File: config.mk
export PLATFORM = sky130hd
export DESIGN_NAME = spy_readout_ctrl
export DESIGN_NICKNAME = d
export VERILOG_FILES = /design/src/rtl/spy_readout_ctrl.sv
export SDC_FILE = /design/constraint.sdc
export NUM_CORES = 1
export LEC_CHECK = 0
export ABC_AREA = 1
export CORE_MARGIN = 5
export CORE_UTILIZATION = 50
export DETAILED_ROUTE_END_ITERATION = 10
export PLACE_DENSITY_LB_ADDON = 0.2
export SLEW_MARGIN = 20
export SYNTH_ARGS = -nofsm -noshare
export SYNTH_HDL_FRONTEND = slang
export SYNTH_SLANG_ARGS = --single-unit
File: constraint.sdc
create_clock -name clock -period 9.9 [get_ports clock]
set_clock_uncertainty 0.2 [all_clocks]
set_input_delay 0.99 -clock clock [delete_from_list [all_inputs] [get_ports clock]]
set_output_delay 0.99 -clock clock [all_outputs]
set_load 0.01 [all_outputs]
File: src/rtl/spy_readout_ctrl.sv
// Spy buffer readout controller: gates writes into the spy memory and,
// on a freeze request, dumps the stored words oldest-first over a handshake.
module spy_readout_ctrl #(
  parameter int WIDTH     = 6,
  parameter int DATAWIDTH = 64
) (
  input  logic                 clock,
  input  logic                 reset,
  input  logic                 spy_write_req,
  input  logic                 freeze_req,
  output logic                 mem_write_enable,
  input  logic [WIDTH-1:0]     mem_write_pointer,
  output logic                 mem_read_enable,
  output logic [WIDTH-1:0]     mem_read_addr,
  input  logic [DATAWIDTH-1:0] mem_read_data,
  output logic [DATAWIDTH-1:0] out_data,
  output logic                 out_valid,
  input  logic                 out_ready,
  output logic                 out_last,
  output logic                 frozen,
  output logic                 done,
  output logic [15:0]          dropped_count
);

  typedef enum logic [2:0] {
    S_IDLE,
    S_FREEZE,
    S_READ,
    S_WAIT,
    S_PRESENT,
    S_DONE
  } state_t;

  localparam logic [WIDTH:0] FULL = {1'b1, {WIDTH{1'b0}}};
  localparam logic [WIDTH:0] ONE  = {{WIDTH{1'b0}}, 1'b1};

  state_t           state;
  state_t           state_nx;
  logic [WIDTH:0]   occupancy;
  logic [WIDTH:0]   remaining;
  logic [WIDTH-1:0] rd_addr;
  logic             xfer;

  assign mem_write_enable = spy_write_req
                          && (state == S_IDLE)
                          && !freeze_req;
  assign xfer = (state == S_PRESENT) && out_ready;
  assign mem_read_addr = rd_addr;

  always_ff @(posedge clock or posedge reset) begin
    if (reset) state <= S_IDLE;
    else       state <= state_nx;
  end

  always_comb begin
    state_nx = state;
    unique case (state)
      S_IDLE:    if (freeze_req) state_nx = S_FREEZE;
      S_FREEZE:  state_nx = (occupancy == '0) ? S_DONE : S_READ;
      S_READ:    state_nx = S_WAIT;
      S_WAIT:    state_nx = S_PRESENT;
      S_PRESENT: if (out_ready)
                   state_nx = (remaining == ONE) ? S_DONE : S_READ;
      S_DONE:    state_nx = S_IDLE;
      default:   state_nx = S_IDLE;
    endcase
  end

  always_comb begin
    mem_read_enable = (state == S_READ);
    out_valid       = (state == S_PRESENT);
    out_last        = (state == S_PRESENT) && (remaining == ONE);
    frozen          = (state != S_IDLE);
    done            = (state == S_DONE);
  end

  // Occupancy survives a dump so the same window can be re-read.
  always_ff @(posedge clock or posedge reset) begin
    if (reset) begin
      occupancy     <= '0;
      dropped_count <= '0;
    end else begin
      if (mem_write_enable && occupancy != FULL)
        occupancy <= occupancy + ONE;
      if (spy_write_req && !mem_write_enable && dropped_count != 16'hFFFF)
        dropped_count <= dropped_count + 16'd1;
    end
  end

  always_ff @(posedge clock or posedge reset) begin
    if (reset) begin
      rd_addr   <= '0;
      remaining <= '0;
      out_data  <= '0;
    end else begin
      if (state == S_FREEZE) begin
        rd_addr   <= mem_write_pointer - occupancy[WIDTH-1:0];
        remaining <= occupancy;
      end
      if (state == S_WAIT)
        out_data <= mem_read_data;
      if (xfer) begin
        rd_addr   <= rd_addr + 1'b1;
        remaining <= remaining - ONE;
      end
    end
  end

endmodule

==> results of run 1 <==
==> layout by cell type, fill, tap and decap left out, types with 2 or more instances in the layout <==
| master | netlist | routed |
|---|---|---|
| or2_2 | 2 | 2 |
| nor2_4 | 2 | 2 |
| ha_1 | 11 | 11 |
| nand4_1 | 4 | 4 |
| nor2_1 | 26 | 26 |
| nand3_2 | 6 | 7 |
| nor2_2 | 2 | 2 |
| clkinv_4 | 0 | 2 |
| dfrtp_1 | 103 | 103 |
| inv_4 | 2 | 3 |
| buf_4 | 1 | 2 |
| xnor2_1 | 9 | 9 |
| o221ai_1 | 2 | 2 |
| clkdlybuf4s50_1 | 0 | 166 |
| inv_2 | 6 | 6 |
| nand2_2 | 5 | 5 |
| o21ai_0 | 17 | 17 |
| xor2_1 | 13 | 13 |
| nand3_1 | 26 | 25 |
| o211ai_1 | 3 | 3 |
| o21ai_1 | 5 | 5 |
| nand2_4 | 4 | 4 |
| nor3_4 | 2 | 2 |
| a21oi_1 | 9 | 9 |
| nand2_1 | 93 | 93 |
| nor3_1 | 7 | 7 |
| o21a_1 | 2 | 2 |
| mux2_2 | 64 | 64 |
| clkbuf_8 | 0 | 11 |
| inv_1 | 42 | 41 |
==> metal layers <==
| metal | wire length (um) | GRT usage, % |
|---|---|---|
| met5 | 0 | 0 |
| met4 | 116 | 6.486 |
| met3 | 645 | 5.744 |
| met2 | 6577 | 36.53 |
| met1 | 5106 | 25.50 |
==> through the flow <==
stage / util, % / power, W / cell area [um^2]
final: 71.08 / 0.002020 / 6979
after global routing: 71.08 / 0.002169 / 6979
after CTS: 71.08 / 0.002038 / 6979
after detailed placement: 69.19 / 0.001787 / 6794
after global placement: 69.19 / 0.001747 / 6794
after floorplan: - / 0.001301 / 5054
==> cell type report <==
class / instances / area share (%)
Sequential cell: 103 / 36.93
Clock buffer: 12 / 2.223
Timing Repair Buffer: 168 / 24.02
Inverter: 50 / 2.797
Tap cell: 133 / 2.384
Multi-Input combinational cell: 320 / 31.21
Clock inverter: 4 / 0.4303
==> power breakdown <==
group          total [W]  switching, W  internal, W
registers       0.000744      0.000131     0.000613
logic            0.00102      0.000456     0.000568
clock network   0.000252      0.000146     0.000106
==> sequential cells by signal (all words and copies together) (netlist names) <==
signal,cells
occupancy,7
mem_read_addr,6
remaining,7
state,3
dropped_count,16
out_data,64
==> synthesized netlist by cell type (3+ instances only) <==
cell type and instances:
nand4_1 4, a21oi_1 9, nand3_2 6, nand2_4 4
dfrtp_1 103, o211ai_1 3, nor2_1 26, ha_1 11
nand2_1 93, xor2_1 13, nor3_1 7, inv_1 42
xnor2_1 9, o21ai_0 17, o21ai_1 5, nand3_1 26
nand2_2 5, inv_2 6, mux2_2 64, buf_6 7
==> worst paths after layout <==
kind | start | endpoint | slack (ns) | cells after the start
max | spy_write_req | mem_write_enable | 6.32 | 4
min | out_data[58] | out_data[58] | 0.31 | 1
max reg2reg | state[2] | out_data[1] | 7.87 | 4
min reg2reg | out_data[58] | out_data[58] | 0.31 | 1
max in group asynchronous | reset | remaining[0] | 7.50 | 3
min in group asynchronous | reset | out_data[18] | 0.85 | 2
==> logic make-up after synthesis <==
group	synth area share, %
compound gates	4.778
xor+xnor	3.813
fa+ha+maj	3.120
buf+inv	5.991
flops	51.00
mux	14.26
simple gates	17.03
==> metrics.cfg, run 1 <==
[placement]
pre_cts_ws_ns=6.311
portBuffers=166
dpl.cell_count=774
gp_congestion=0.8906
hpwl_um=9569

[timing]
max_freq_mhz=279.0
maxSlewHeadroom_pct=46.81
fin_tns_setup_ns=0
final-hold-violation-count=0
setup_slack_ns=6.316
slew_viol_final=0
whs_ns=0.3114
finalSetupViolations=0
rsz0062_at_grt=no
finalCritPeriodShare_pct=36.20
final.min_clock_period_ns=3.584
worstMarginPinSlew_ns=0.7978

[cells_and_area]
fin_cells=790
fill_cells=772
seq_area_um2=2577
syn2layout_area_growth_pct=38.10
layout-drive-gt1-share_pct=17.66
nets=739
antenna_cells=0
multiInputGateArea_um2=2178

[critical_path]
cp_data_required_time_ns=8.71
crit_family=buffers and inverters
slowest_stage=clkdlybuf4s50_1
critPathMaxStageDelay_ns=0.57
cp-start-kind=primary input
crit_chain=clkdlybuf4s50_1 > inv_1 > nor2_4 > clkdlybuf4s50_1
cp.arrival_ns=2.39
endpoint_kind=output port
cp_num_buf_inv=3
cp_max_fo=7
path_class=primary input to output port
cpMostUsedCell=clkdlybuf4s50_1

[yosys]
yosys-top-cells-area=dfrtp_1 51%, mux2_2 14%, nand2_1 6.9%
synth_top_cell_area_share_pct=51.00
ys_types=37
ys_seq_area_share_pct=51.00
synth-seq-cells=103
yosysTopAreaCell=dfrtp_1
synth_nets=571
synthesis.area_um2=5054
synthArstFlopShare_pct=100.0
synth_cells=484
yosys_warnings=0
synth_edf_count=0
synthFlopType=dfrtp_1
synth.avg_cell_area_um2=10.44

[min_path]
hp-class=flop to flop

[grt]
grt-ovfl-total=0
grt_max_degree=66
grt_pass1_vias=4061
antenna_found_initial=0
grt_pass1_wl_um=20890
grtUsageTotal_pct=21.05

[clocking]
cts_root_buffer=clkbuf_8
cts.reportedPaths.clkPinSlew_ns=0.10
ctsHoldBuffers=0
clock-sinks=103
postCtsResizedCells=0
cts-buffers-inserted=9
postCtsSetupRepairBufs=0
cts_tree=done
h-tree-depth=3
worstSkewPairLatency_ns=0.36
clk_path_buf_depth=2

[floorplan]
fp-row-count=36
die_area_um2=12220
start_util_pct=51.47
die_x_um=110.5
core_area_um2=9819
ioPinCount=167
die_y_um=110.5

[route]
first_iter_violations=162
via_count=3986
drt-vias-per-instance=5.046
wirelength_um=12450
wl_per_cell_um=15.75
drcViolationCount=0
ant_nets=0
drt_pass1_iterations=4

[power_and_ir_drop]
power.density_nw_per_um2=289.5
cellLeakagePower_nw=3.070
ir_drop_v=0.0001966

[run]
max_cap_violations=0

[status]
outcome=finished clean

(Power assumes the default switching activity.)
==> inputs of run 2 (changes only) <==
--- a/config.mk
+++ b/config.mk
@@ -7,7 +7,7 @@
 export LEC_CHECK = 0
 export ABC_AREA = 1
 export CORE_MARGIN = 5
-export CORE_UTILIZATION = 50
+export CORE_UTILIZATION = 46
 export DETAILED_ROUTE_END_ITERATION = 10
 export PLACE_DENSITY_LB_ADDON = 0.2
 export SLEW_MARGIN = 20
==> constraint.sdc (replaced) <==
create_clock -name clock -period 3.65 [get_ports clock]
set_clock_uncertainty 0.2 [all_clocks]
set_input_delay 0.365 -clock clock [delete_from_list [all_inputs] [get_ports clock]]
set_output_delay 0.365 -clock clock [all_outputs]
set_load 0.01 [all_outputs]
==> run 2 against run 1 <==
  * Setup slack got worse by 5.3 ns
  * Non-clock buffer count did not move
  * Utilization decreased by 6.0 points
  * Cell area increased by 0.68%
  * Critical endpoint is now out_last
  * Highest routed layer unchanged
==> metrics.cfg, run 2 (same netlist as run 1, synthesis figures left out) <==
[status]
outcome=finished clean  ; unchanged

[placement]
dpl.cell_count=781  ; was 774
place_area_um2=6828  ; was 6794 um^2
hpwl_um=9783  ; was 9569 um
portBuffers=166  ; unchanged
gp_congestion=0.8626  ; was 0.8906

[cells_and_area]
final_cell_mix=166 x clkdlybuf4s50_1, 103 x dfrtp_1, 93 x nand2_1, 64 x mux2_2, 41 x inv_1  ; unchanged
largestRegisters=out_data: 64 flops, dropped_count: 16 flops  ; unchanged
antenna_cells=0  ; unchanged
finish.utilization_pct=65.11  ; was 71.08%
syn2layout_area_growth_pct=39.04  ; was 38.10%
layout-drive-gt1-share_pct=17.66  ; unchanged
nets=739  ; unchanged
largest-register=out_data  ; unchanged
final_common_cell=clkdlybuf4s50_1  ; unchanged
largest_reg_flops=64  ; unchanged
fin_cells=797  ; was 790
final_area_um2=7027  ; was 6979 um^2

[grt]
grtUsageTotal_pct=19.21  ; was 21.05%
antenna_found_initial=0  ; unchanged
grt_max_degree=56  ; was 66
grt-ovfl-total=0  ; unchanged
grt_pass1_vias=4071  ; was 4061
grt_pass1_wl_um=20150  ; was 20890 um

[timing]
rsz0062_at_grt=no  ; unchanged
finalCritPeriodShare_pct=71.03
finalSetupViolations=0  ; unchanged
slew_viol_final=0  ; unchanged
max_freq_mhz=385.7
final-hold-violation-count=0  ; unchanged
maxSlewHeadroom_pct=48.08  ; was 46.81%
worstMarginPinSlew_ns=0.7780  ; was 0.7978 ns
fin_tns_setup_ns=0  ; unchanged
final.min_clock_period_ns=2.592

[route]
drt_pass1_iterations=5  ; was 4
drt-vias-per-instance=5.033  ; was 5.046
wl_per_cell_um=15.91  ; was 15.75 um
via_count=4011  ; was 3986
wirelength_um=12680  ; was 12450 um
drcViolationCount=0  ; unchanged
ant_nets=0  ; unchanged
first_iter_violations=160  ; was 162

[clocking]
cts_tree=done  ; unchanged
cts-buffers-inserted=9  ; unchanged
postCtsSetupRepairBufs=0  ; unchanged
ctsHoldBuffers=0  ; unchanged
clock-sinks=103  ; unchanged
postCtsResizedCells=0  ; unchanged
h-tree-depth=3  ; unchanged
worstSkewPairLatency_ns=0.35  ; was 0.36 ns
clk_path_buf_depth=2  ; unchanged
cts_root_buffer=clkbuf_8  ; unchanged
cts.reportedPaths.clkPinSlew_ns=0.10  ; about the same

[floorplan]
fp-row-count=38  ; was 36
die_x_um=114.8  ; was 110.5 um
ioPinCount=167  ; unchanged
die_y_um=114.8  ; was 110.5 um
core_area_um2=10790  ; was 9819 um^2
start_util_pct=46.82  ; was 51.47%
die_area_um2=13180  ; was 12220 um^2

[critical_path]
cp-start-kind=flop  ; was primary input
cp_data_required_time_ns=3.08  ; was 8.71 ns
path_class=flop to output port  ; was primary input to output port
endpoint_kind=output port  ; unchanged
cp_max_fo=5  ; was 7
crit_chain=inv_2 > nand3_2 > inv_2 > nand4_1 > inv_1 > clkdlybuf4s50_1  ; was clkdlybuf4s50_1 > inv_1 > nor2_4 > clkdlybuf4s50_1
cpMostUsedCell=inv_2  ; was clkdlybuf4s50_1
cp.arrival_ns=2.03  ; was 2.39 ns
slowest_stage=clkdlybuf4s50_1  ; unchanged
critPathMaxStageDelay_ns=0.54  ; was 0.57 ns
reg2regPathDepth=4  ; unchanged

[power_and_ir_drop]
power.density_nw_per_um2=787.8  ; was 289.5 nW/um^2
p_comb_share_pct=50.4  ; was 50.7%
pwr-share-clk_pct=12.9  ; was 12.5%
seq_power_share_pct=36.7  ; was 36.8%
p_switching_w=0.001980  ; was 0.0007332 W
p_sw_share_pct=35.76  ; was 36.29%
ir_drop_v=0.0003817  ; was 0.0001966 V
cellLeakagePower_nw=3.091  ; was 3.070 nW
p_int_w=0.003556  ; was 0.001287 W

[min_path]
hp-class=primary input to async pin  ; was flop to flop

[run]
max_cap_violations=0  ; unchanged

## run 2: routing by layer
layer  routed length (um)  part of all wire (%)  global-route usage (%)
met3                  797                   6.3                   3.316
met1                 5367                    42                   24.13
met4                  136                   1.1                   5.477
met5                    0                     0                       0
met2                 6383                    50                   34.19
## run 2: final timing paths
| kind | endpoint | from | slack, ns |
|---|---|---|---|
| worst max-delay path | out_last | state[1] | 1.06 |
| max in group asynchronous | mem_read_addr[1] | reset | 2.26 |
| min in group clock | remaining[1] | remaining[1] | 0.31 |
| worst max register to register | out_data[54] | state[2] | 1.42 |
| worst min-delay path | out_data[25] | reset | 0.26 |
| worst min register to register | remaining[1] | remaining[1] | 0.31 |
## run 2: metrics by stage
step           worst slack, ns  power [W]  hold slack [ns]
2_1_floorplan           0.3812   0.003528           0.2590
3_3_place_gp             1.349   0.004760           0.2758
3_5_place_dp             1.335   0.004882           0.2759
4_1_cts                  1.026   0.005598           0.2789
5_1_grt                 0.9596   0.005896           0.3186
6_report                 1.058   0.005535           0.2613
## run 2: cell type report
cell class,count,area (um^2)
fillers,874,3766
flip-flops and latches,103,2577
multi-input cells,320,2178
repair buffers,168,1702
inverters,50,195.2
well taps,140,175.2
clock buffers,11,141.4
clock inverters,5,57.56
## run 2: worst max-delay path: cells and delay by family (launching register included)
kind                   cells  cell delay (ns)
buffers and inverters      4             0.90
flip-flops                 1             0.46
AND/OR/NAND/NOR            2             0.31
## run 2: power groups by stage
stage | Combinational, W | Clock (W) | Sequential (W)
2_1_floorplan | 0.00133 | 0 | 0.00220
3_3_place_gp | 0.00273 | 0 | 0.00203
3_5_place_dp | 0.00282 | 0 | 0.00206
4_1_cts | 0.00283 | 0.000734 | 0.00203
5_1_grt | 0.00301 | 0.000781 | 0.00210
6_report | 0.00279 | 0.000715 | 0.00203
==> inputs of run 3 (changes only) <==
==> constraint.sdc (replaced) <==
create_clock -name clock -period 2.5 [get_ports clock]
set_clock_uncertainty 0.2 [all_clocks]
set_input_delay 0.25 -clock clock [delete_from_list [all_inputs] [get_ports clock]]
set_output_delay 0.25 -clock clock [all_outputs]
set_load 0.01 [all_outputs]
==> run 3 against run 2 <==
  * Setup slack worse by 0.84 ns
  * Clock power increased by 41%
  * Combinational power rose by 46%
  * Hold slack got worse by 0.16 ns
  * Critical path depth decreased by 3
  * Critical path type unchanged
  * Critical endpoint is now done
  * Largest cell class unchanged
==> metrics.cfg, run 3 (same netlist as run 1, synthesis figures left out) <==
[floorplan]
die_x_um=114.8  ; unchanged
die_y_um=114.8  ; unchanged
fp-row-count=38  ; unchanged
die_area_um2=13180  ; unchanged
core_area_um2=10790  ; unchanged
ioPinCount=167  ; unchanged
start_util_pct=46.82  ; unchanged

[timing]
worstMarginPinSlew_ns=0.6286  ; was 0.7780 ns
final.min_clock_period_ns=2.278
maxSlewHeadroom_pct=58.00  ; was 48.08%
final-hold-violation-count=0  ; unchanged
fin_tns_setup_ns=0  ; unchanged
max_freq_mhz=439.0
rsz0062_at_grt=no  ; unchanged
slew_viol_final=0  ; unchanged
finalSetupViolations=0  ; unchanged
finalCritPeriodShare_pct=91.11

[cells_and_area]
final_area_um2=7056  ; was 7027 um^2
syn2layout_area_growth_pct=39.61  ; was 39.04%
antenna_cells=0  ; unchanged
largestRegisters=out_data: 64 flops, dropped_count: 16 flops  ; unchanged
final_cell_mix=164 x clkdlybuf4s50_1, 102 x dfrtp_1, 93 x nand2_1, 64 x mux2_2, 41 x inv_1  ; was 166 x clkdlybuf4s50_1, 103 x dfrtp_1, 93 x nand2_1, 64 x mux2_2, 41 x inv_1
largest_reg_flops=64  ; unchanged
layout-drive-gt1-share_pct=18.21  ; was 17.66%
fill_cells=878  ; was 874
largest-register=out_data  ; unchanged
nets=741  ; was 739
final_common_cell=clkdlybuf4s50_1  ; unchanged

[placement]
hpwl_um=9706  ; was 9783 um
place_area_um2=6864  ; was 6828 um^2
gp_congestion=0.8686  ; was 0.8626
portBuffers=166  ; unchanged

[clocking]
postCtsSetupRepairBufs=0  ; unchanged
clock-sinks=103  ; unchanged
worstSkewPairLatency_ns=0.37  ; was 0.35 ns
ctsHoldBuffers=0  ; unchanged
h-tree-depth=3  ; unchanged
cts_root_buffer=clkbuf_8  ; unchanged
cts_tree=done  ; unchanged
cts.reportedPaths.clkPinSlew_ns=0.10  ; about the same
clk_path_buf_depth=2  ; unchanged
cts-buffers-inserted=9  ; unchanged
postCtsResizedCells=2  ; was 0

[route]
via_count=3973  ; was 4011
first_iter_violations=169  ; was 160
ant_nets=0  ; unchanged
wl_per_cell_um=15.74  ; was 15.91 um
drcViolationCount=0  ; unchanged
drt_pass1_iterations=4  ; was 5
wirelength_um=12580  ; was 12680 um
drt-vias-per-instance=4.972  ; was 5.033

[grt]
grt_max_degree=46  ; was 56
grt_pass1_vias=3965  ; was 4071
grt_pass1_wl_um=19980  ; was 20150 um
antenna_found_initial=0  ; unchanged
grtUsageTotal_pct=19.09  ; was 19.21%
grt-ovfl-total=0  ; unchanged

[power_and_ir_drop]
cellLeakagePower_nw=3.105  ; was 3.091 nW
power.density_nw_per_um2=1137  ; was 787.8 nW/um^2
ir_drop_v=0.0005980  ; was 0.0003817 V

[critical_path]
r2r_setup_slack_ns=0.59  ; was 1.42 ns
cp_max_fo=5  ; unchanged
endpoint_kind=output port  ; unchanged
cp.arrival_ns=1.83  ; was 2.03 ns
path_class=flop to output port  ; unchanged
cp-start-kind=flop  ; unchanged
cp_data_required_time_ns=2.05  ; was 3.08 ns

[min_path]
hp-class=primary input to async pin  ; unchanged

[status]
outcome=finished clean  ; unchanged

[run]
max_cap_violations=0  ; unchanged

run 3: cell types whose count changed in the layout (fill, tap and decap cells not counted), sizes merged, moves of 2 or more:
cell,previous run,this run
buf,2,4
clkdlybuf4s50,166,164
clkinvlp,0,4
clkinv,4,1
run 3: final timing paths:
| path | from | endpoint | cells past startpoint |
|---|---|---|---|
| min | reset | mem_read_addr[3] | 2 |
| max reg2reg | occupancy[0] | mem_read_addr[4] | 8 |
| max in group asynchronous | reset | out_data[26] | 3 |
| min in group clock | mem_read_data[29] | out_data[29] | 2 |
| min reg2reg | out_data[41] | out_data[41] | 1 |
| max | state[2] | done | 3 |
run 3: per-layer routing:
layer | GRT usage [%] | up-vias | wire length [um]
met4 | 6.103 | 0 | 167
met3 | 3.737 | 12 | 933
met2 | 31.12 | 145 | 5835
met5 | 0 | - | 0
li1 | - | 1932 | -
met1 | 25.91 | 1884 | 5642
run 3: critical path, stage by stage (launching register included):
cell             delay [ns]
dfrtp_1                0.49
inv_1                  0.13
nor3_1                 0.20
clkdlybuf4s50_1        0.65
run 3: area by class of cell:
| cell class | count | area (um^2) | area share [%] |
|---|---|---|---|
| Clock buffer | 10 | 137.6 | 1.951 |
| Clock inverter | 6 | 51.30 | 0.7271 |
| Inverter | 50 | 196.4 | 2.784 |
| Multi-Input combinational cell | 320 | 2186 | 30.98 |
| Sequential cell | 103 | 2579 | 36.55 |
| Tap cell | 140 | 175.2 | 2.483 |
| Timing Repair Buffer | 170 | 1730 | 24.53 |
run 3: power breakdown:
part,switching (W),internal [W],leakage (nW)
Clock,0.000610,0.000402,0.0870
Sequential,0.000521,0.00243,1.24
Combinational,0.00178,0.00228,1.77
Total,0.00291,0.00511,3.11
run 3: through the flow:
step           instances  utilization [%]  setup slack, ns  hold WS (ns)  total power [W]
5_1_grt              799            65.37           0.1166        0.1444         0.008564
3_5_place_dp         783            63.60           0.3002        0.2915         0.007091
3_3_place_gp         783            63.60           0.3462        0.2763         0.006956
2_1_floorplan        484                -           0.7076        0.1598         0.005151
6_report             799            65.37           0.2222        0.1051         0.008019
4_1_cts              799            65.35          0.03616        0.1113         0.008113
